===== src/rtl/ehl_clk_div.sv =====
// rtl/ehl_clk_div.sv - runtime-programmable clock divider with runt-free divisor changes (optional EHL_CLK_DIV_HALF_CYCLE_EN)

// Two-input XOR used to merge the posedge and negedge toggle flops.
module ehl_xor #(
    parameter int TECHNOLOGY = 0
) (
    input  logic a,
    input  logic b,
    output logic y
);

    generate
        if (TECHNOLOGY == 0) begin : g_generic
            // Plain RTL XOR.
            assign y = a ^ b;
        end else begin : g_mapped
            // Sum-of-products form that maps onto the cell library's AO22-style gates.
            assign y = (a & ~b) | (~a & b);
        end
    endgenerate

endmodule

module ehl_clk_div #(
    parameter int TECHNOLOGY = 0,
    parameter int WIDTH      = 8
) (
    input  logic             clk,
    input  logic             reset,
    input  logic             i_en,
    input  logic [WIDTH-1:0] i_div,
    input  logic             i_load,
    output logic             o_busy,
    output logic             o_clk,
    output logic             o_tick
);

    typedef enum logic {
        ST_IDLE = 1'b0,
        ST_RUN  = 1'b1
    } state_t;

    state_t           state_q;
    state_t           state_d;
    logic [WIDTH-1:0] cnt_q;
    logic [WIDTH-1:0] cnt_d;
    logic [WIDTH-1:0] div_q;
    logic [WIDTH-1:0] pend_q;
    logic [WIDTH-1:0] d_eff;
    logic [WIDTH-1:0] k_val;
    logic [WIDTH-1:0] d_last;
    logic             d_odd;
    logic             t_p;
    logic             tp_d;
    logic             t_n;
    logic             at_last;
    logic             fall_p;
    logic             consume;
    logic             accept;

    // Divisors below 2 cannot form a clock, so they run as divide-by-2.
    assign d_eff   = (div_q < WIDTH'(2)) ? WIDTH'(2) : div_q;
    assign k_val   = d_eff >> 1;
    assign d_last  = d_eff - WIDTH'(1);
    assign d_odd   = d_eff[0];
    assign at_last = (state_q == ST_RUN) && (cnt_q == d_last);
    assign o_tick  = at_last;

`ifdef EHL_CLK_DIV_HALF_CYCLE_EN
    // Odd divisors fall on the negedge flop instead; only even ones fall here.
    assign fall_p = !d_odd && (cnt_q == k_val - WIDTH'(1));
`else
    // Odd divisors keep the extra half cycle in the high phase.
    assign fall_p = d_odd ? (cnt_q == k_val) : (cnt_q == k_val - WIDTH'(1));
`endif

    // A pending divisor may be taken at the same edge a new one is captured.
    assign accept = i_load && (!o_busy || consume);

    // Next-state, counter and posedge-toggle decisions.
    always_comb begin
        state_d = state_q;
        cnt_d   = cnt_q;
        tp_d    = t_p;
        consume = 1'b0;
        case (state_q)
            ST_IDLE: begin
                cnt_d   = '0;
                consume = o_busy;
                if (i_en) begin
                    tp_d    = ~t_p;
                    state_d = ST_RUN;
                end
            end
            ST_RUN: begin
                if (at_last) begin
                    cnt_d = '0;
                    if (i_en) begin
                        tp_d    = ~t_p;
                        consume = o_busy;
                    end else begin
                        state_d = ST_IDLE;
                    end
                end else begin
                    cnt_d = cnt_q + WIDTH'(1);
                    if (fall_p) begin
                        tp_d = ~t_p;
                    end
                end
            end
            default: begin
                state_d = ST_IDLE;
                cnt_d   = '0;
            end
        endcase
    end

    // State, counter, posedge toggle and divisor bookkeeping registers.
    always_ff @(posedge clk or posedge reset) begin
        if (reset) begin
            state_q <= ST_IDLE;
            cnt_q   <= '0;
            t_p     <= 1'b0;
            div_q   <= WIDTH'(2);
            pend_q  <= '0;
            o_busy  <= 1'b0;
        end else begin
            state_q <= state_d;
            cnt_q   <= cnt_d;
            t_p     <= tp_d;
            if (consume) begin
                div_q <= pend_q;
            end
            if (accept) begin
                pend_q <= i_div;
            end
            o_busy <= accept || (o_busy && !consume);
        end
    end

`ifdef EHL_CLK_DIV_HALF_CYCLE_EN
    // Negedge toggle mid-way through the middle count of an odd period.
    always_ff @(negedge clk or posedge reset) begin
        if (reset) begin
            t_n <= 1'b0;
        end else if ((state_q == ST_RUN) && d_odd && (cnt_q == k_val)) begin
            t_n <= ~t_n;
        end
    end
`else
    assign t_n = 1'b0;
`endif

    ehl_xor #(
        .TECHNOLOGY(TECHNOLOGY)
    ) u_xor (
        .a(t_p),
        .b(t_n),
        .y(o_clk)
    );

endmodule


===== config.mk =====
export PLATFORM = sky130hd
export DESIGN_NAME = ehl_clk_div
export DESIGN_NICKNAME = d
export VERILOG_FILES = /design/src/rtl/ehl_clk_div.sv
export SDC_FILE = /design/constraint.sdc
export NUM_CORES = 1
export LEC_CHECK = 0
export ABC_AREA = 0
export ABC_CLOCK_PERIOD_IN_PS = 6400
export CORE_ASPECT_RATIO = 1.25
export CORE_MARGIN = 2
export CORE_UTILIZATION = 35
export CTS_BUF_LIST = sky130_fd_sc_hd__clkbuf_16
export CTS_CLUSTER_SIZE = 24
export DETAILED_ROUTE_END_ITERATION = 16
export GPL_TIMING_DRIVEN = 0
export HOLD_SLACK_MARGIN = 0.08
export REMOVE_ABC_BUFFERS = 1
export SYNTH_ARGS = -nofsm -noshare
export SYNTH_HDL_FRONTEND = slang
export SYNTH_SLANG_ARGS = --single-unit

===== constraint.sdc =====
create_clock -name clk -period 6.4 [get_ports clk]
set_clock_uncertainty 0.2 [all_clocks]
set_input_delay 1.92 -clock clk [delete_from_list [all_inputs] [get_ports clk]]
set_output_delay 1.92 -clock clk [all_outputs]
set_load 0.005 [all_outputs]

# ---- Word-level counts from Yosys, hierarchy flattened
# Index checks and enable logic that the tools add are counted.
# Widths: inputs -> output; s select.
dict set report op_classes {
  n_eq_ne 4
  add_sub_neg 3
  magnitude_cmp 1
  n_shift 0
  div 0
  n_mux 14
  n_reduce_logical 7
  multipliers 0
  bitwise 2
}
# cell n
set op_table {}
lappend op_table {{$eq 8x8->1} 2}
lappend op_table {{$mux 8} 2}
lappend op_table {{$pmux 8 s2} 1}
lappend op_table {{$add 8x1->8 const B} 1}
lappend op_table {{$eq 8x7->1} 1}
lappend op_table {{$lt 8x2->1 const B} 1}
lappend op_table {{$mux 1} 8}
lappend op_table {{$sub 7x1->8 const B} 1}
lappend op_table {{$sub 8x1->8 const B} 1}
lappend op_table {{$pmux 1 s2} 3}
lappend op_table {{$logic_and 1x1->1} 3}
lappend op_table {{$ne 3x2->1 const B} 1}
lappend op_table {{$logic_not 1->1} 2}
lappend op_table {{$logic_or 1x1->1} 2}
lappend op_table {{$not 1->1} 2}
dict set report word_totals {
  latchBits 0
  mem_count 0
  output_inout_bits 3
  input_bits 12
  elab_cells 37
  mem_bits_rw 0
  regBits 27
  mem_bits_ro 0
}

# ---- Depth between registers and ports, before layout
dict set report depth {
  ltp_word 10
  ltp_mapped 12
  ltp_nobuf 10
}

# ---- By module
# Synthesis repeated with hierarchy kept, for this count alone.
dict set report unflattened {
  cells_unflattened 185
  hier_area_um2 1905.6
}
# module cells_each seq_area_each_um2 area_per_inst_um2 instances
set by_module_without_submodules {}
lappend by_module_without_submodules {ehl_clk_div 184 676.9 1896.8 1}
lappend by_module_without_submodules {ehl_xor 1 0.0 8.8 1}

# ---- Worst setup path after synthesis
# Ideal clock, no wire load.
dict set report synth_path {
  kind {flip-flop to output port}
  from {register div_q[4]}
  to {output port o_tick}
  arrival_time_ps 2329
  setup_slack_ps 1951
  path_stages_with_launch 10
  required_time_ps 4280
  n_path_buf 1
  path_cell_list {dfrtp_1 buf_2 nor4_4 a21oi_1 ha_1 xnor2_1 a221o_1 a211oi_1 nand4bb_1 nor4_1}
}
dict set report synth_between {
  elab_chain_len 5
}
# item line
set synth_rtl {}
lappend synth_rtl {{start, declared} 47} ;# logic [WIDTH-1:0] div_q;
lappend synth_rtl {{start signal, assigned} 132} ;# div_q <= pend_q;
lappend synth_rtl {{$lt 8x2->1} 62} ;# assign d_eff = (div_q < WIDTH'(2)) ? WIDTH'(2) : div_q;
lappend synth_rtl {{$mux 8 (*)} 62}
lappend synth_rtl {{$sub 8x1->8 (*)} 64} ;# assign d_last = d_eff - WIDTH'(1);
lappend synth_rtl {{$eq 8x8->1 (*)} 66} ;# assign at_last = (state_q == ST_RUN) && (cnt_q == d_last);
lappend synth_rtl {{$logic_and 1x1->1 (*)} 66}
lappend synth_rtl {{end, declared} 35} ;# output logic o_tick
# Every way passes the cells marked *; elsewhere a longest branch is shown, timed or not.

# ---- Final worst setup path
dict set report layout_path {
  from {register div_q[5]}
  to {output port o_tick}
}
# Same word-level chain as after synthesis.

==> flow_summary.yaml <==
floorplanning:
  dieHeight_um: 83.4
  die_area_mm2: 0.00564
  fp.coreArea_mm2: 0.00480
  num_io_pins: 15
  rows: 28
  dieWidth_um: 67.5
  initial_utilization: 0.368
power_and_ir_drop:
  peakVddDrop_v: 0.000245
  leakage_nw: 0.872
  p_int_mw: 0.649
  power.switching_mw: 0.451
  p_clk_frac: 0.126
  swShare: 0.410
  comb_power_share: 0.531
  p_per_area_mw_per_mm2: 546
  seqPwrFrac: 0.344
timing:
  hold_viol_final: 0
  period_needed_ns: 5.60
  rsz0062_at_grt: "no"
  final.setup.tns_ns: 0
  fin_crit_sh: 0.875
  tightest_slew_ns: 0.942
  fmax_mhz: 179
  relSlewSlack: 0.372
  setup_violations: 0
  slew_viol_final: 0
run_status:
  status: "completed"
placed_design:
  numPortBuffers: 14
  place_congestion: 0.929
  placed_cells: 230
  hpwl_um: 2650
grt:
  grt_max_degree: 28
  first_global_vias: 1323
  track_usage: 0.134
  grt_overflow: 0
  antenna_found_initial: 0
  grt_pass1_wl_um: 5920
synthesis:
  synth-seq-cells: 27
  synth-edff-count: 0
  postSynthCellCount: 165
  synthArstFlopShare: 1.00
  syn_area_mm2: 0.00177
  synthFlopType: "dfrtp_1"
  seq_area_frac_synth: 0.383
  yosys_warnings: 0
  synth_cell_type_count: 47
  syn_area_per_cell_um2: 10.7
worst_setup_path:
  crit_type: "reg -> out"
  cp-end-kind: "primary output"
  r2r_setup_slack_ns: 2.37
  critical_path.max_fanout: 13
  critPathLaunchType: "register"
  cp.arrival_ns: 3.48
  cp.required_ns: 4.28
clocking:
  clockBufferDepth: 2
  clock-root-buffer: "clkbuf_16"
  clk_pin_slew_ns: 0.06
  cts_buffers: 3
  clock_latency_ns: 0.26
  cts_hold_buf: 0
  cts_setup_buffers: 0
  htreeDepth: 1
  cts.sinks: 27
  tritoncts: "built"
  cts.repair.resized: 0
detailed_routing:
  antenna_left: 0
  via_count: 1242
  routed_wirelength_um: 3450
  first_pass_iters: 4
  drtIter0Drc: 33
  viasPerCell: 5.31
  routedWlPerCell_um: 14.8
  drc_errors: 0
layout:
  most-common-layout-cells: "dfrtp_1 (26), mux2_4 (16), clkdlybuf4s50_1 (14)"
  drive_above_1_share: 0.155
  antenna_cells: 0
  nNetsFinal: 190
  areaGrowthSynthToFinish_pct: 14.0
  final_common_cell: "dfrtp_1"
  final_cells: 234
min_path:
  hold_path_class: "reg -> reg"
job:
  cap_violations: 0
==> critical path, stage by stage (launching register included) <==
cell and delay (ns):
dfrtp_1 0.57, nor4_4 0.44, a21oi_1 0.16, ha_1 0.34, xnor2_1 0.14, a221o_1 0.26
a211oi_1 0.21, nand4bb_1 0.24, nor4_1 0.31, clkdlybuf4s50_1 0.55
==> cell families after synthesis <==
logic type | Yosys count | synth area share
adders and majority gates | 3 | 0.0212
and+or+nand+nor | 48 | 0.157
AOI/OAI and AO/OA | 28 | 0.127
muxes | 21 | 0.164
xor gates and xnor gates | 19 | 0.0984
DFF | 27 | 0.383
buffers and inverters | 19 | 0.0482
==> worst paths after layout <==
path	start	to	depth (start not counted)
min in group asynchronous	reset	cnt_q[1]$_DFF_PP0_	2
worst min register to register	t_p$_DFFE_PP0P_	t_p$_DFFE_PP0P_	1
max in group asynchronous	reset	div_q[7]$_DFFE_PP0P_	2
worst max register to register	div_q[5]$_DFFE_PP0P_	div_q[2]$_DFFE_PP0P_	10
worst max-delay path	div_q[5]$_DFFE_PP0P_	o_tick	9
worst min-delay path	t_p$_DFFE_PP0P_	t_p$_DFFE_PP0P_	1
==> cells in the mapped netlist (2+ instances only) <==
cell type | count | share of area
xnor2_1 | 9 | 0.045
a21o_1 | 3 | 0.013
dfrtp_1 | 26 | 0.37
clkbuf_1 | 3 | 0.0064
a211oi_1 | 4 | 0.017
ha_1 | 3 | 0.021
nor2b_1 | 4 | 0.014
nor3_1 | 5 | 0.014
nand3_1 | 6 | 0.017
nor4_1 | 3 | 0.011
mux2_4 | 16 | 0.14
a21oi_1 | 2 | 0.0057
xor2_1 | 9 | 0.045
inv_1 | 10 | 0.021
nor2_1 | 13 | 0.028
mux2i_1 | 5 | 0.028
buf_2 | 5 | 0.014
a31oi_1 | 2 | 0.0071
o21ai_0 | 3 | 0.0085
a211o_1 | 2 | 0.0099
nand2_1 | 4 | 0.0085
and3_1 | 3 | 0.011
==> stage by stage <==
stage | area [um^2] | power, mW | hold WS (ns) | worst slack [ns] | util
floorplan | 1720 | 0.817 | 0.269 | 1.93 | -
global placement | 1930 | 0.923 | 0.265 | 1.17 | 0.403
detailed placement | 1930 | 0.954 | 0.266 | 1.15 | 0.403
CTS | 2010 | 1.10 | 0.282 | 0.854 | 0.420
global route | 2010 | 1.18 | 0.337 | 0.585 | 0.420
finish | 2010 | 1.10 | 0.277 | 0.801 | 0.420
==> state kept, by name, summed over array words and instances (netlist names) <==
register and flops:
pend_q 8, o_busy 1, t_p 1, cnt_q 8, div_q 8, state_q 1
==> power groups by stage <==
stage | Clock (mW) | Sequential (mW) | Combinational [mW]
2_1_floorplan | 0 | 0.341 | 0.476
3_3_place_gp | 0 | 0.375 | 0.548
3_5_place_dp | 0 | 0.381 | 0.573
4_1_cts | 0.141 | 0.378 | 0.583
5_1_grt | 0.147 | 0.395 | 0.642
6_report | 0.138 | 0.379 | 0.584
==> layer usage <==
layer	global-route usage	wire, um
met5	0	0
met1	0.162	1520
met2	0.225	1750
met4	0.0705	108
met3	0.0163	72
==> final cells by class <==
type | instances | area (um^2)
fillers | 449 | 2790
multi-input cells | 119 | 1000
flip-flops and latches | 27 | 677
repair buffers | 14 | 140
clock buffers | 3 | 75.1
well taps | 60 | 75.1
inverters | 10 | 37.5
clock inverters | 1 | 5.00
No activity file was read; power rests on OpenSTA's default activity.
